### src/rtl/shift_rotate_seq_pkg.sv
// Shared encodings for the shift/rotate sequencer: ALU op codes and FSM states.
package shift_rotate_seq_pkg;

    typedef enum logic [2:0] {
        OP_SHR  = 3'b000,
        OP_SHRA = 3'b001,
        OP_SHL  = 3'b010,
        OP_ROR  = 3'b011,
        OP_ROL  = 3'b100
    } op_e;

    typedef enum logic [1:0] {
        S_IDLE = 2'b00,
        S_RUN  = 2'b01,
        S_DONE = 2'b10
    } state_e;

    function automatic logic op_legal(input logic [2:0] op);
        return op <= 3'b100;
    endfunction

endpackage

### src/rtl/shift_rotate_seq_shift_step.sv
// Combinational single step: shifts/rotates acc by k bits (k <= STEP) for the given op.
module shift_step
    import shift_rotate_seq_pkg::*;
#(
    parameter int WIDTH = 32,
    parameter int KW    = 1
) (
    input  logic [WIDTH-1:0] acc,
    input  logic [2:0]       op,
    input  logic [KW-1:0]    k,
    output logic [WIDTH-1:0] res
);

    // k == 0 makes the wrap term shift by WIDTH, which yields zero, so rotates stay correct.
    always_comb begin
        case (op)
            OP_SHR:  res = acc >> k;
            OP_SHRA: res = $unsigned($signed(acc) >>> k);
            OP_SHL:  res = acc << k;
            OP_ROR:  res = (acc >> k) | (acc << (WIDTH - int'(k)));
            OP_ROL:  res = (acc << k) | (acc >> (WIDTH - int'(k)));
            default: res = acc;
        endcase
    end

endmodule

### src/rtl/shift_rotate_seq.sv
// Multi-cycle SHR/SHRA/SHL/ROR/ROL sequencer, up to STEP bits per RUN cycle.
// Optional SHIFT_SEQ_ABORT_EN adds an abort input that cancels a RUN without done.
module shift_rotate_seq
    import shift_rotate_seq_pkg::*;
#(
    parameter int WIDTH = 32,
    parameter int AMT_W = 5,
    parameter int STEP  = 1
) (
    input  logic             clock,
    input  logic             clear,
`ifdef SHIFT_SEQ_ABORT_EN
    input  logic             abort,
`endif
    input  logic             start,
    input  logic [2:0]       op,
    input  logic [WIDTH-1:0] x,
    input  logic [WIDTH-1:0] y,
    output logic             busy,
    output logic             done,
    output logic             err,
    output logic [WIDTH-1:0] zlow,
    output logic [WIDTH-1:0] zhigh
);

    localparam int KW = $clog2(STEP) + 1;

    state_e           state, state_n;
    logic [WIDTH-1:0] acc, acc_n, step_res, zlow_n;
    logic [AMT_W-1:0] cnt, cnt_n;
    logic [2:0]       op_q, op_n;
    logic             err_n, done_n, busy_n;
    logic [KW-1:0]    k;
    logic             abort_run;

`ifdef SHIFT_SEQ_ABORT_EN
    assign abort_run = abort;
`else
    assign abort_run = 1'b0;
`endif

    assign k = (cnt >= AMT_W'(STEP)) ? KW'(STEP) : KW'(cnt);

    shift_step #(.WIDTH(WIDTH), .KW(KW)) u_step (
        .acc (acc),
        .op  (op_q),
        .k   (k),
        .res (step_res)
    );

    always_comb begin
        state_n = state;
        acc_n   = acc;
        cnt_n   = cnt;
        op_n    = op_q;
        zlow_n  = zlow;
        err_n   = err;
        done_n  = 1'b0;
        case (state)
            S_RUN: begin
                if (abort_run) begin
                    state_n = S_IDLE;
                end else if (cnt != '0) begin
                    acc_n = step_res;
                    cnt_n = cnt - AMT_W'(k);
                end else begin
                    zlow_n  = acc;
                    err_n   = 1'b0;
                    done_n  = 1'b1;
                    state_n = S_DONE;
                end
            end
            default: begin
                // IDLE and DONE both accept a new request, giving back-to-back issue.
                if (start && op_legal(op)) begin
                    acc_n   = x;
                    cnt_n   = y[AMT_W-1:0];
                    op_n    = op;
                    state_n = S_RUN;
                end else if (start) begin
                    zlow_n  = '0;
                    err_n   = 1'b1;
                    done_n  = 1'b1;
                    state_n = S_DONE;
                end else begin
                    state_n = S_IDLE;
                end
            end
        endcase
        busy_n = (state_n == S_RUN);
    end

    always_ff @(posedge clock) begin
        if (clear) begin
            state <= S_IDLE;
            acc   <= '0;
            cnt   <= '0;
            op_q  <= '0;
            zlow  <= '0;
            err   <= 1'b0;
            done  <= 1'b0;
            busy  <= 1'b0;
        end else begin
            state <= state_n;
            acc   <= acc_n;
            cnt   <= cnt_n;
            op_q  <= op_n;
            zlow  <= zlow_n;
            err   <= err_n;
            done  <= done_n;
            busy  <= busy_n;
        end
    end

    assign zhigh = '0;

endmodule

### config.mk
export PLATFORM = sky130hd
export DESIGN_NAME = shift_rotate_seq
export DESIGN_NICKNAME = d
export VERILOG_FILES = /design/src/rtl/shift_rotate_seq_pkg.sv /design/src/rtl/shift_rotate_seq_shift_step.sv /design/src/rtl/shift_rotate_seq.sv
export SDC_FILE = /design/constraint.sdc
export NUM_CORES = 1
export LEC_CHECK = 0
export ABC_CLOCK_PERIOD_IN_PS = 1500
export BUFFER_PORTS_ARGS = -buffer_cell sky130_fd_sc_hd__buf_2
export CORE_ASPECT_RATIO = 1.4
export CORE_MARGIN = 2
export CORE_UTILIZATION = 45
export DETAILED_ROUTE_END_ITERATION = 10
export MAX_ROUTING_LAYER = met4
export PLACE_DENSITY = 0.77
export SYNTH_ARGS = -nofsm -noshare
export SYNTH_HDL_FRONTEND = slang
export SYNTH_SLANG_ARGS = --single-unit
### constraint.sdc
create_clock -name clock -period 1.5 [get_ports clock]
set_input_delay 0.225 -clock clock [delete_from_list [all_inputs] [get_ports clock]]
set_output_delay 0.225 -clock clock [all_outputs]
set_load 0.01 [all_outputs]
# --- Word-level counts from Yosys, hierarchy flattened ---
# Index checks and enable logic that the tools add are counted.
totals:
  regBits: 77
  input_bits: 70
  out_inout_bits: 67
  wordCells: 63
op_classes:
  addsub: 2
  n_lt_le_gt_ge: 2
  eq_ne: 10
  shifts: 5
  n_mux: 24
  n_bitwise: 3
  n_reduce_logical: 9
op_table:
  columns: ["cell", "count"]
  rows:
  - ["two-way mux 32 bit", 7]
  - ["one-hot mux 32 bit (5 select lines)", 1]
  - ["OR 32 bit", 2]
  - ["<< shifter 32 x 1 -> 32 bit", 1]
  - ["<< shifter 32 x 32 -> 32 bit", 1]
  - ["right shift 32 x 1 -> 32 bit", 1]
  - ["right shift 32 x 32 -> 32 bit", 1]
  - [">>> shifter 32 x 1 -> 32 bit", 1]
  - ["two-way mux 5 bit", 3]
  - ["two-way mux 1 bit", 9]
  - ["two-way mux 2 bit", 4]
  - ["subtractor 6 x 1 -> 7 bit, first input constant", 1]
  - ["equality test 3 x 2 -> 1 bit, second input constant", 2]
  - ["inequality test 6 x 1 -> 1 bit, second input constant", 1]
  - ["AND reduction 3 bit", 2]
  - ["greater-or-equal comparator 5 x 1 -> 1 bit, second input constant", 1]
  - ["nonzero test 5 bit", 1]
  - ["subtractor 5 x 1 -> 5 bit", 1]
  - ["equality test 2 x 1 -> 1 bit, second input constant", 2]
  - ["inequality test 2 bit, second input constant", 2]
  - ["AND reduction 2 bit", 2]
  - ["nonzero test 2 bit", 2]
  - ["equality test 3 x 1 -> 1 bit, second input constant", 1]
  - ["equality test 3 bit, second input constant", 1]
  - ["other kinds (5)", 5]

# --- Longest topological paths before layout ---
logic_depth:
  ltp_word: 8
  ltp_mapped: 7
  ltp_nobuf: 6

# --- By module ---
# Synthesis repeated with hierarchy kept, for this count alone.
unflattened:
  hier_cells: 445
  area_unflattened_um2: 4196.5
by_module_without_submodules:
  columns: ["module", "n_inst", "cells_per_inst", "area_per_inst_um2"]
  rows:
  - ["shift_rotate_seq", 1, 290, 3270.6]
  - ["shift_step", 1, 155, 925.9]

# --- Worst setup path before layout ---
# OpenSTA, ideal clock, no wires.
synth_path:
  kind: "flip-flop to flip-flop"
  start: "register cnt[2]"
  end: "register acc[2]"
  setup_time_ns: 0.060
  arrival_time_ns: 1.461
  required_ns: 1.440
  setup_slack_ns: -0.021
  path_stages_with_launch: 6
  n_path_buf: 1
  period_less_slack_ns: 1.521
  path_cell_list: "dfxtp_1 > or3_4 > o211ai_2 > nor3b_4 > buf_6 > a32o_1"
synth_via:
  elab_chain_cells: 8
  elab_cells_between_ends: 16
  classes_between: "add/sub: 1; order compare: 1; eq/ne: 1; shift: 5; mux: 4; bitwise: 2; reduce/logical: 2"
synth_rtl:
  columns: ["item", "line_no", "rtl"]
  rows:
  - ["start: declaration", "shift_rotate_seq.sv:30", "logic [AMT_W-1:0] cnt, cnt_n;"]
  - ["start signal: assignment", "shift_rotate_seq.sv:106", "cnt <= cnt_n;"]
  - ["greater-or-equal comparator 5 x 1 -> 1 bit", "shift_rotate_seq.sv:42", "assign k = (cnt >= AMT_W'(STEP)) ? KW'(STEP) : KW'(cnt);"]
  - ["two-way mux 1 bit", "shift_rotate_seq.sv:42", null]
  - ["subtractor 6 x 1 -> 7 bit", "shift_rotate_seq_shift_step.sv:20, shift_rotate_seq_shift_step.sv:21", null]
  - ["right shift 32 x 32 -> 32 bit / << shifter 32 x 32 -> 32 bit (equally long branches)", "shift_rotate_seq_shift_step.sv:21, shift_rotate_seq_shift_step.sv:20", null]
  - ["OR 32 bit, on equally long branches", "shift_rotate_seq_shift_step.sv:21, shift_rotate_seq_shift_step.sv:20", null]
  - ["one-hot mux 32 bit (5 select lines)", "shift_rotate_seq_shift_step.sv:16", "case (op)"]
  - ["two-way mux 32 bit", "shift_rotate_seq.sv:63", "end else if (cnt != '0) begin"]
  - ["two-way mux 32 bit", "shift_rotate_seq.sv:59", "case (state)"]
  - ["end signal: assignment", "shift_rotate_seq.sv:105", "acc <= acc_n;"]
  - ["end: declaration", "shift_rotate_seq.sv:29", "logic [WIDTH-1:0] acc, acc_n, step_res, zlow_n;"]
# Several ways; a longest one is shown, not always the timed one. The select of a mux whose other input is x is not followed.
# A chain may end at the register's enable or synchronous reset.

# --- Final worst setup path ---
layout_path:
  start: "register cnt[4]"
  end: "register acc[2]"
# Same word-level chain as after synthesis.

==> impl_metrics.json <==
{
  "status": "finished with violations",
  "violations": "negative setup slack",
  "routedWlPerCell_um": 18.59,
  "synth_compound_area_share_pct": 25.79,
  "rr_startpoint": "cnt[4]",
  "hold_buffers": 0,
  "die_h_um": 114.6,
  "finalHoldViolCount": 0,
  "nNetsFinal": 669,
  "place_inst": 671,
  "ys_types": 42,
  "setup_viol_count_final": 71,
  "grt-ovfl-total": 0,
  "skew_ns": 0.004531,
  "syn_area_per_cell_um2": 8.004,
  "io_buffers": 77,
  "drive_above_1_share_pct": 33.17,
  "htreeDepth": 3,
  "critPathLaunchType": "flip-flop",
  "slew_viol_final": 0,
  "reg2reg_depth": 6,
  "min_from": "y[3]",
  "place_congestion": 0.9073,
  "rsz0062_at_grt": "yes",
  "vias": 4241,
  "switching_share_pct": 30.74,
  "power_frac_comb_pct": 26.8,
  "clock_latency_ns": 0.34,
  "min_period_over_period_pct": 112.9,
  "synth_edf_count": 0,
  "worst_pin_slew_ns": 0.6663,
  "grt_pass1_wl_um": 18340,
  "syn_area_um2": 3930,
  "cp_max_fo": 5,
  "antenna_found_initial": 0,
  "r2r_setup_slack_ns": -0.19,
  "arrival_ns": 1.97,
  "cts_tree": "built",
  "finalSetupTns_ns": -10.09,
  "path_class": "flip-flop to flip-flop",
  "p_int_mw": 4.124,
  "synth-xor-area-share_pct": 0.6367,
  "grt_usage_pct": 24.62,
  "numCtsBuffers": 9,
  "yosys_warnings": 0,
  "num_io_pins": 137,
  "p_sw_mw": 1.831,
  "p_total_mw": 5.955,
  "min_to": "cnt[3]",
  "yosys_register_bits": 77,
  "start_util_pct": 45.92,
  "detail_route.vias_per_cell": 5.990,
  "cellPowerDensity_nw_per_um2": 1110,
  "first_iter_violations": 645,
  "syn_to_final_growth_pct": 36.52,
  "rows": 40,
  "path_clk_slew_ns": 0.06,
  "fmax_mhz": 590.3,
  "grt_pass1_vias": 3794,
  "routed_wl_um": 13160,
  "min_period_ns": 1.694,
  "synth_fa_ha_area_share_pct": 0.3184,
  "dieArea_um2": 9507,
  "slew_headroom_pct": 55.58,
  "clockBufferDepth": 2,
  "synth-seq-area-share_pct": 39.22,
  "synth.area.mux_share_pct": 0,
  "timing.max_cap.violations": 0,
  "ant_nets": 0,
  "power.share.sequential_pct": 39.1,
  "ir_drop_mv": 0.7706,
  "post-route-worst-setup-slack_ns": -0.1941,
  "coreArea_um2": 8558,
  "async_flop_share_pct": 0,
  "p_leak_nw": 2.171,
  "layout.cells.non_filler": 708,
  "clockPowerShare_pct": 34.2,
  "firstDrtPassIters": 6,
  "r2r_end": "acc[2]",
  "ys.flop_type": "dfxtp_1",
  "yosys.area_share.simple_pct": 21.74,
  "cts_root_buf": "clkbuf_16",
  "post-dp-hpwl_um": 7048,
  "synthCells": 491,
  "diodes": 0,
  "critical_path.endpoint_type": "flip-flop",
  "holdPathStages": 3,
  "die_w_um": 82.98,
  "hold_class": "primary input to flip-flop",
  "drc": 0,
  "synth_top_family_by_area": "compound AO/OA/AOI/OAI gates",
  "required_ns": 1.78,
  "grt_max_degree": 51,
  "cts.sink_count": 77
}
## stage by stage
step	worst slack, ns	hold WS, ns	utilization (%)	cell area (µm²)
floorplan	-0.01944	0.3862	-	4049
global placement	-0.6478	0.4412	52.87	4524
detailed placement	-0.7314	0.4526	52.87	4524
CTS	-0.1625	0.1871	58.85	5036
global route	-0.2320	0.1938	62.69	5365
finish	-0.1941	0.1895	62.69	5365
## cell usage after synthesis, types with 3 or more instances
library cell	number	area [µm²]
a21oi_1	76	380.4
a221oi_1	3	26.28
a31oi_1	3	18.77
a32o_1	30	300.3
buf_2	14	70.07
buf_4	34	255.2
buf_6	3	33.78
clkbuf_1	24	90.09
dfxtp_1	77	1541
inv_1	6	22.52
nand2_1	42	157.7
nand2b_1	34	212.7
nand3_1	38	190.2
nor2_1	8	30.03
nor3_1	29	145.1
o21ai_0	38	190.2
## repair_timing
item,CTS,global route
buffers inserted,5,5
cloned,5,6
endpoints found under the setup margin,74,74
pin swaps,2,5
resized for setup,26,44
endpoints found under the hold margin,0,0
## state kept, by name (all words and copies together), names as in the netlist
signal,cells
op_q,3
cnt,5
done,1
state,2
acc,32
zlow,32
err,1
busy,1
## how the worst max path moves through the flow
stage               startpoint      end  cells after the start
detailed placement      cnt[4]  acc[15]                      4
floorplan               cnt[4]   acc[2]                      5
CTS                     cnt[4]  acc[11]                      6
finish                  cnt[4]   acc[2]                      6
global route            cnt[4]   acc[2]                      6
global placement        cnt[4]  acc[28]                      4
## power by group through the flow
stage | Sequential [mW] | Combinational (mW) | Clock [mW]
floorplan | 2.34 | 0.823 | 0
global placement | 2.35 | 1.18 | 0
global route | 2.34 | 1.70 | 2.12
finish | 2.33 | 1.59 | 2.03
CTS | 2.31 | 1.36 | 2.03
detailed placement | 2.35 | 1.20 | 0
## critical path, cell delays in order (launching register included)
cell and delay [ns]:
dfxtp_2 0.32, or3_4 0.40, o211ai_4 0.19, buf_6 0.14, nor3b_4 0.23, buf_4 0.20
a32o_1 0.14
## cell families after synthesis
| logic type | Yosys count |
|---|---|
| other | 1 |
| AO/OA/AOI/OAI | 162 |
| flip-flops | 77 |
| AND/OR/NAND/NOR | 165 |
| XOR/XNOR | 2 |
| buffers and inverters | 83 |
| adder cells (fa/ha/maj) | 1 |
## routing by layer
metal | part of all wire [%] | global-route usage [%] | vias to the layer above
met1 | 37 | 27.90 | 1988
met3 | 9.0 | 4.326 | 65
met2 | 49 | 41.24 | 273
met5 | 0 | - | -
met4 | 5.3 | 13.66 | 0
li1 | - | - | 1915
## placed cells by master (no fill, tap or decap), drive strengths merged, types with 4 or more instances in the layout
master and count:
dfxtp 77, a32o 30, nand2b 34, clkbuf 20, conb 32, nor3b 4, nand2 42, nand3 38
nor2 8, a21oi 76, buf 135, inv 6, o21ai 39, nor3 30
## cell type report
type / instances / area (µm²)
clock buffers: 15 / 267.8
multi-input cells: 363 / 2262
clock inverters: 1 / 5.005
inverters: 6 / 22.52
fillers: 701 / 3193
well taps: 105 / 131.4
flip-flops and latches: 77 / 1549
repair buffers: 141 / 1127
Note: power is estimated with default switching activity, not from simulation.
